### src/rtl/product_accumulator_64b_pkg.sv
// ============================================================================
// Module  : acc_pkg
// Brief   : Shared state encoding and default widths for the product accumulator.
// Revision: 1.0
// ============================================================================
`default_nettype none

package acc_pkg;

  localparam logic ST_ACCUM = 1'b0;
  localparam logic ST_HOLD  = 1'b1;

  localparam int DEF_PROD_W = 64;
  localparam int DEF_GUARD  = 8;
  localparam int DEF_LENGTH = 16;
  localparam int DEF_CNT_W  = 8;

  localparam int ACC_W = DEF_PROD_W + DEF_GUARD;

endpackage

`default_nettype wire

### src/rtl/product_accumulator_64b_adder.sv
// ============================================================================
// Module  : acc_adder_72b
// Brief   : Zero-extends one product and adds it to the accumulator; exposes carry-out.
// Revision: 1.0
// ============================================================================
`default_nettype none

module acc_adder_72b #(
  parameter int PROD_W = 64,
  parameter int ACC_W  = 72
) (
  input  logic [ACC_W-1:0]  i_acc,
  input  logic [PROD_W-1:0] i_term,
  output logic [ACC_W-1:0]  o_sum,
  output logic              o_carry
);

  logic [ACC_W:0] w_term_ext;
  logic [ACC_W:0] w_total;

  assign w_term_ext = {{(ACC_W + 1 - PROD_W){1'b0}}, i_term};
  assign w_total    = {1'b0, i_acc} + w_term_ext;
  assign o_sum      = w_total[ACC_W-1:0];
  assign o_carry    = w_total[ACC_W];

endmodule

`default_nettype wire

### src/rtl/product_accumulator_64b.sv
// ============================================================================
// Module  : product_accumulator_64b
// Brief   : Sums LENGTH (or fewer, on flush) unsigned products into a guarded
//           accumulator and presents each sum on a registered valid/ready port.
// Revision: 1.0
// ============================================================================
`default_nettype none

module product_accumulator_64b
    import acc_pkg::*;
#(
    parameter int PROD_W = DEF_PROD_W,
    parameter int GUARD  = DEF_GUARD,
    parameter int LENGTH = DEF_LENGTH,
    parameter int CNT_W  = DEF_CNT_W
) (
    input  logic                      clk,
    input  logic                      reset,
    input  logic [PROD_W-1:0]         in_product,
    input  logic                      in_valid,
    output logic                      in_ready,
    input  logic                      flush,
    output logic [PROD_W+GUARD-1:0]   out_sum,
    output logic [CNT_W-1:0]          out_count,
    output logic                      out_overflow,
    output logic                      out_valid,
    input  logic                      out_ready
);

    localparam int               c_ACC_W    = PROD_W + GUARD;
    localparam logic [CNT_W-1:0] c_LAST_CNT = CNT_W'(LENGTH - 1);

    logic               r_state;
    logic               w_state_next;
    logic [c_ACC_W-1:0] r_acc;
    logic [c_ACC_W-1:0] w_acc_next;
    logic               w_carry;
    logic [CNT_W-1:0]   r_cnt;
    logic               r_ovf;
    logic               r_in_ready;

    logic               w_accept;
    logic               w_close;
    logic [c_ACC_W-1:0] w_sum_final;
    logic [CNT_W-1:0]   w_count_final;
    logic               w_ovf_final;

    logic [c_ACC_W-1:0] r_out_sum;
    logic [CNT_W-1:0]   r_out_count;
    logic               r_out_overflow;
    logic               r_out_valid;

    acc_adder_72b #(
        .PROD_W (PROD_W),
        .ACC_W  (c_ACC_W)
    ) u_adder (
        .i_acc   (r_acc),
        .i_term  (in_product),
        .o_sum   (w_acc_next),
        .o_carry (w_carry)
    );

    always_ff @(posedge clk or posedge reset) begin
        if (reset) begin
            r_state <= ST_ACCUM;
        end else begin
            r_state <= w_state_next;
        end
    end

    always_comb begin
        w_state_next = r_state;
        case (r_state)
            ST_ACCUM: if (w_close)   w_state_next = ST_HOLD;
            ST_HOLD:  if (out_ready) w_state_next = ST_ACCUM;
        endcase
    end

    // in_ready is only ever high in ACCUM, so an accept implies ACCUM.
    always_comb begin
        w_accept      = in_valid && r_in_ready;
        w_close       = 1'b0;
        if (r_state == ST_ACCUM) begin
            w_close = (w_accept && (r_cnt == c_LAST_CNT)) ||
                      (flush && ((r_cnt != '0) || w_accept));
        end
        w_sum_final   = w_accept ? w_acc_next : r_acc;
        w_count_final = r_cnt + {{(CNT_W-1){1'b0}}, w_accept};
        w_ovf_final   = r_ovf | (w_accept & w_carry);
    end

    always_ff @(posedge clk or posedge reset) begin
        if (reset) begin
            r_in_ready <= 1'b0;
        end else begin
            r_in_ready <= (w_state_next == ST_ACCUM);
        end
    end

    always_ff @(posedge clk or posedge reset) begin
        if (reset) begin
            r_acc <= '0;
            r_cnt <= '0;
            r_ovf <= 1'b0;
        end else if (w_close) begin
            r_acc <= '0;
            r_cnt <= '0;
            r_ovf <= 1'b0;
        end else if (w_accept) begin
            r_acc <= w_acc_next;
            r_cnt <= r_cnt + {{(CNT_W-1){1'b0}}, 1'b1};
            r_ovf <= r_ovf | w_carry;
        end
    end

    always_ff @(posedge clk or posedge reset) begin
        if (reset) begin
            r_out_sum      <= '0;
            r_out_count    <= '0;
            r_out_overflow <= 1'b0;
            r_out_valid    <= 1'b0;
        end else if (w_close) begin
            r_out_sum      <= w_sum_final;
            r_out_count    <= w_count_final;
            r_out_overflow <= w_ovf_final;
            r_out_valid    <= 1'b1;
        end else if ((r_state == ST_HOLD) && out_ready) begin
            r_out_valid    <= 1'b0;
        end
    end

    assign in_ready     = r_in_ready;
    assign out_sum      = r_out_sum;
    assign out_count    = r_out_count;
    assign out_overflow = r_out_overflow;
    assign out_valid    = r_out_valid;

endmodule

`default_nettype wire

### config.mk
export PLATFORM = sky130hd
export DESIGN_NAME = product_accumulator_64b
export DESIGN_NICKNAME = d
export VERILOG_FILES = /design/src/rtl/product_accumulator_64b_pkg.sv /design/src/rtl/product_accumulator_64b_adder.sv /design/src/rtl/product_accumulator_64b.sv
export SDC_FILE = /design/constraint.sdc
export NUM_CORES = 1
export LEC_CHECK = 0
export CORE_MARGIN = 2
export CORE_UTILIZATION = 50
export DETAILED_ROUTE_END_ITERATION = 8
export PLACE_DENSITY = 0.87
export SLEW_MARGIN = 20
export SYNTH_ARGS = -nofsm -noshare
export SYNTH_HDL_FRONTEND = slang
export SYNTH_HIERARCHICAL = 1
export SYNTH_SLANG_ARGS = --single-unit
### constraint.sdc
create_clock -name clk -period 5.12 [get_ports clk]
set_input_delay 0.768 -clock clk [delete_from_list [all_inputs] [get_ports clk]]
set_output_delay 0.768 -clock clk [all_outputs]
set_load 0.1 [all_outputs]
# == After elaboration in Yosys (flattened, before gate mapping) ==
# Cells that the tools add are included.
# totals
ff_bits,165
inputBits,69
# classes
eq_ne,1
reduce_logical,9
muxes,12
add_sub_neg,3
bitwise_logic,5
# op_table
operator,n
$mux 72,2
$add 72x64->73,1
$mux 8,2
$add 8x1->8,1
$add 8x1->8 const B,1
$eq 8x4->1 const B,1
$reduce_bool 8->1,1
$mux 1,7
$logic_and 1x1->1,4
$reduce_bool 2->1,2
$logic_or 1x1->1,2
$not 1->1,2
$or 1x1->1,2
$pmux 1 s2,1
$and 1x1->1,1

# == Logic depth before layout (Yosys ltp) ==
# depth
word_depth,8
mapped_depth,14
depth_no_buf,14

# == Modules after synthesis ==
# The synthesis kept the hierarchy.
# modules_own_cells
mod,seq_area_each_um2,area_per_inst_um2,cells_per_inst,instances
product_accumulator_64b,4129.0,7169.4,631,1
acc_adder_72b,0.0,4056.4,602,1

# == Least setup slack after synthesis ==
# OpenSTA, ideal clock, no wires.
# synth_timing
kind,input -> register
from,in in_product[0]
to,reg r_out_sum[42] (netlist: out_sum[42])
t_arrival_ns,3.530
path_slack_ns,1.464
path_buffers,0
stages,14
t_required_ns,4.994
cell_sequence,ha_1 -> fa_1 -> a211oi_1 -> o2111ai_1 -> and4_1 -> a211oi_2 -> o21ba_2 -> o21ai_1 -> a221oi_2 -> o41ai_1 -> xor2_1 -> nand2_1 -> nand2_1 -> mux2_4
# synth_between
elab_chain_cells,2
# synth_rtl
item,line_no,rtl
from (decl),product_accumulator_64b.sv:19,"input logic [PROD_W-1:0] in_product,"
$add 72x64->73,product_accumulator_64b_adder.sv:22,"assign w_total = {1'b0, i_acc} + w_term_ext;"
named net w_acc_next[42],product_accumulator_64b.sv:36,logic [c_ACC_W-1:0] w_acc_next;
$mux 72,product_accumulator_64b.sv:87,w_sum_final = w_accept ? w_acc_next : r_acc;
to (signal assigned),product_accumulator_64b.sv:123,r_out_sum <= w_sum_final;
to (decl),product_accumulator_64b.sv:48,logic [c_ACC_W-1:0] r_out_sum;
# The timed path passes the listed nets, and every way through them passes these cells.
# A chain may end at the register's enable or synchronous reset.

# == Worst setup path after layout ==
# layout_timing
from,in in_product[0]
to,reg r_out_overflow (netlist: out_overflow)
# layout_between
elab_chain_cells,3
# layout_rtl
item,line_no,rtl
$add 72x64->73,product_accumulator_64b_adder.sv:22,
named net w_carry,product_accumulator_64b.sv:37,logic w_carry;
$and 1x1->1,product_accumulator_64b.sv:89,w_ovf_final = r_ovf | (w_accept & w_carry);
$or 1x1->1,product_accumulator_64b.sv:89,
to (signal assigned),product_accumulator_64b.sv:125,r_out_overflow <= w_ovf_final;
to (decl),product_accumulator_64b.sv:50,logic r_out_overflow;
# The timed path passes the listed nets, and every way through them passes these cells.

==> flow_summary_export.csv <==
group,metric,value,unit
timing,min_period,4354,ps
finish,final_cell_mix,"nand2_1, dfrtp_1, a21oi_1",
drt,final_antenna_net_count,0,
worst_setup_path,cp-start-kind,"input pin",
finish,fillCellCount,1826,
worst_setup_path,crit_family,"compound AO/OA/AOI/OAI gates",
worst_setup_path,path_cells,"clkdlybuf4s50_1, ha_1, fa_1, a211oi_1, o2111ai_1, a21oi_1, a21oi_2, o21ai_1, a21oi_1, a21boi_2, o21ai_1, and3_1, a21o_1, mux2_4",
timing,period_share,85.03,%
power_and_ir_drop,p_sw,4874,uW
synth,synth_top_area_cell,"dfrtp_1",
synth,synth_top_area_share,36.78,%
worst_setup_path,arrival,4670,ps
clock_network,cts_hold_buf,0,
synth,netlist_instances,1233,
worst_setup_path,required,5440,ps
timing,rsz0062_at_grt,"no",
drt,dr.pass1.iters,5,
drt,wl_per_cell,17.39,um
timing,relSlewSlack,29.97,%
worst_setup_path,critical_path.max_stage_delay,430,ps
global_routing,grt_overflow,0,
place,gp_congestion,0.9392,
synth,ys_ff_latch,165,
power_and_ir_drop,total_power,9434,uW
clock_network,post_cts_buffers,0,
place,hpwl,20.06,mm
worst_setup_path,crit_type,"in2reg",
power_and_ir_drop,ir_drop,0.5597,mV
global_routing,grt_pass1_wl,46.87,mm
global_routing,grt_pass1_vias,9344,
clock_network,htreeDepth,4,
worst_setup_path,cp_slowest_cell,"fa_1",
floorplanning,coreArea,21960,um^2
global_routing,grt_use_total,24.25,%
floorplanning,dieArea,23670,um^2
floorplanning,die_y,153.8,um
drt,vias,9485,
clock_network,cts_max_path_buffers,2,
finish,layout-drive-gt1-share,9.852,%
timing,fin_worst_skew,15.86,ps
power_and_ir_drop,power_density,706.7,nW/um^2
power_and_ir_drop,p_int,4561,uW
finish,area_delta_synth_final,18.91,%
power_and_ir_drop,pwr-share-clk,13.6,%
drt,drtIter0Drc,699,
clock_network,cts-root-buf,"clkbuf_16",
power_and_ir_drop,comb_power_share,64.5,%
power_and_ir_drop,p_sw_share,51.66,%
timing,whs,458.9,ps
floorplanning,die_w,153.8,um
synth,yosysSeqAreaShare,36.78,%
clock_network,cts_buffers,17,
synth,avgSynthCellArea,9.104,um^2
synth,synthFlopType,"dfrtp_1",
floorplanning,initial_utilization,51.12,%
status,status,"complete, no violations",
worst_setup_path,path_max_fanout,8,
timing,finalHoldViolCount,0,
finish,final_common_cell,"nand2_1",
synth,syn_area,11230,um^2
worst_hold_path,hp-class,"reg2reg",
worst_setup_path,cp-end-kind,"flop",
clock_network,clock-sinks,165,
power_and_ir_drop,power_frac_seq,21.9,%
drt,viasPerCell,5.815,
timing,finalSetupTns,0,ps
timing,setup_viol,0,
finish,multi_input_area,6599,um^2
finish,nNetsFinal,1476,
clock_network,cts_resized,0,
global_routing,grt_antenna_before_repair,2,
place,io_buffer_count,151,
drt,drc,0,
timing,finalMaxSlewViolations,0,
timing,max_freq,229.7,MHz
finish,seq_area,4129,um^2
drt,wl,28.36,mm
worst_setup_path,cp_num_buf_inv,1,
timing,tightest_slew,1047,ps
clock_network,clk_pin_slew,70,ps
clock_network,insertion_delay,430,ps
power_and_ir_drop,p_leak,0.006341,uW
synth,yosysWarnings,6,
floorplanning,ios,152,
global_routing,grt_max_degree,166,
synth,synth_edf_count,0,
job,cap_violations,0,
synth,synth_cell_types,70,
synth,synth.area.top_cells,"dfrtp_1, mux2_4, nand2_1",
clock_network,cts_tree,"built",
synth,synth_nets,1371,
synth,synthArstFlopShare,100.0,%
floorplanning,rows,54,
[cells in the mapped netlist (3+ instances only)]
cell	number
nand2_1	279
nor2_1	49
o21a_1	7
and2_1	7
buf_2	6
buf_4	4
nand3_1	17
o211ai_1	7
buf_6	16
nor3_1	10
xnor2_1	46
dfrtp_1	165
nand4_1	28
o21ai_1	11
mux2_4	81
o21ai_0	37
and3_1	10
a221oi_1	3
nor4_1	3
xor2_1	30
a41oi_1	3
clkbuf_1	43
a21oi_1	154
a311oi_1	5
inv_1	25
o31ai_1	8
or4_1	3
o21bai_1	17
a211oi_1	10
ha_1	68
a21o_1	28
a21oi_2	3
[final cells by class]
cell class / count / area share [%]
Inverter: 26 / 0.7592
Sequential cell: 165 / 30.93
Timing Repair Buffer: 158 / 12.00
Multi-Input combinational cell: 970 / 49.43
Tap cell: 280 / 2.624
Clock inverter: 10 / 0.9373
Clock buffer: 21 / 3.299
Antenna cell: 1 / 0.01875
[worst paths after layout]
path	from	end	slack (ps)	cells after the start
min in group asynchronous	reset	r_acc[37]$_DFF_PP0_	950	3
min reg2reg	r_state$_DFF_PP0_	out_valid$_DFFE_PP0P_	460	1
max in group asynchronous	reset	out_sum[40]$_DFFE_PP0P_	3490	3
max	in_product[0]	out_overflow$_DFFE_PP0P_	770	14
max reg2reg	r_acc[0]$_DFF_PP0_	out_overflow$_DFFE_PP0P_	1130	13
min	r_state$_DFF_PP0_	out_valid$_DFFE_PP0P_	460	1
[per-stage QoR]
step / util, % / std cells / worst slack (ps) / cell area, um^2
after CTS: 60.78 / 1630 / 803.5 / 13350
final: 60.79 / 1631 / 766.5 / 13350
after floorplan: - / 1233 / 1464 / 11230
after detailed placement: 58.21 / 1599 / 383.0 / 12780
after global routing: 60.79 / 1631 / 569.3 / 13350
after global placement: 58.21 / 1599 / 499.7 / 12780
[sequential cells by signal (all words and copies together), names as in the netlist]
| register | flops |
|---|---|
| out_sum | 72 |
| r_acc | 72 |
| out_count | 8 |
| r_cnt | 8 |
| in_ready | 1 |
| out_overflow | 1 |
| out_valid | 1 |
| r_ovf | 1 |
| r_state | 1 |
[power groups by stage]
stage | registers [uW] | logic [uW] | clock network [uW]
floorplan | 3780 | 3120 | 0
global placement | 2060 | 5940 | 0
detailed placement | 2090 | 6030 | 0
CTS | 2070 | 6070 | 1300
global route | 2120 | 6520 | 1350
finish | 2070 | 6090 | 1280
[cell families after synthesis]
kind of cell	Yosys count	share of synthesized area (%)
AO/OA/AOI/OAI	327	18.21
XOR/XNOR	76	5.930
adder cells (fa/ha/maj)	69	7.758
buffers and inverters	98	4.559
flip-flops	165	36.78
multiplexers	81	10.83
AND/OR/NAND/NOR	417	15.93
[metal layers]
layer / GRT usage (%) / part of all wire, % / vias to the layer above
li1: - / - / 4567
met2: 38.76 / 46 / 293
met1: 33.82 / 46 / 4585
met5: 0 / 0.056 / -
met4: 6.720 / 1.9 / 2
met3: 4.707 / 5.4 / 38
Note: power is estimated with default switching activity, not from simulation.
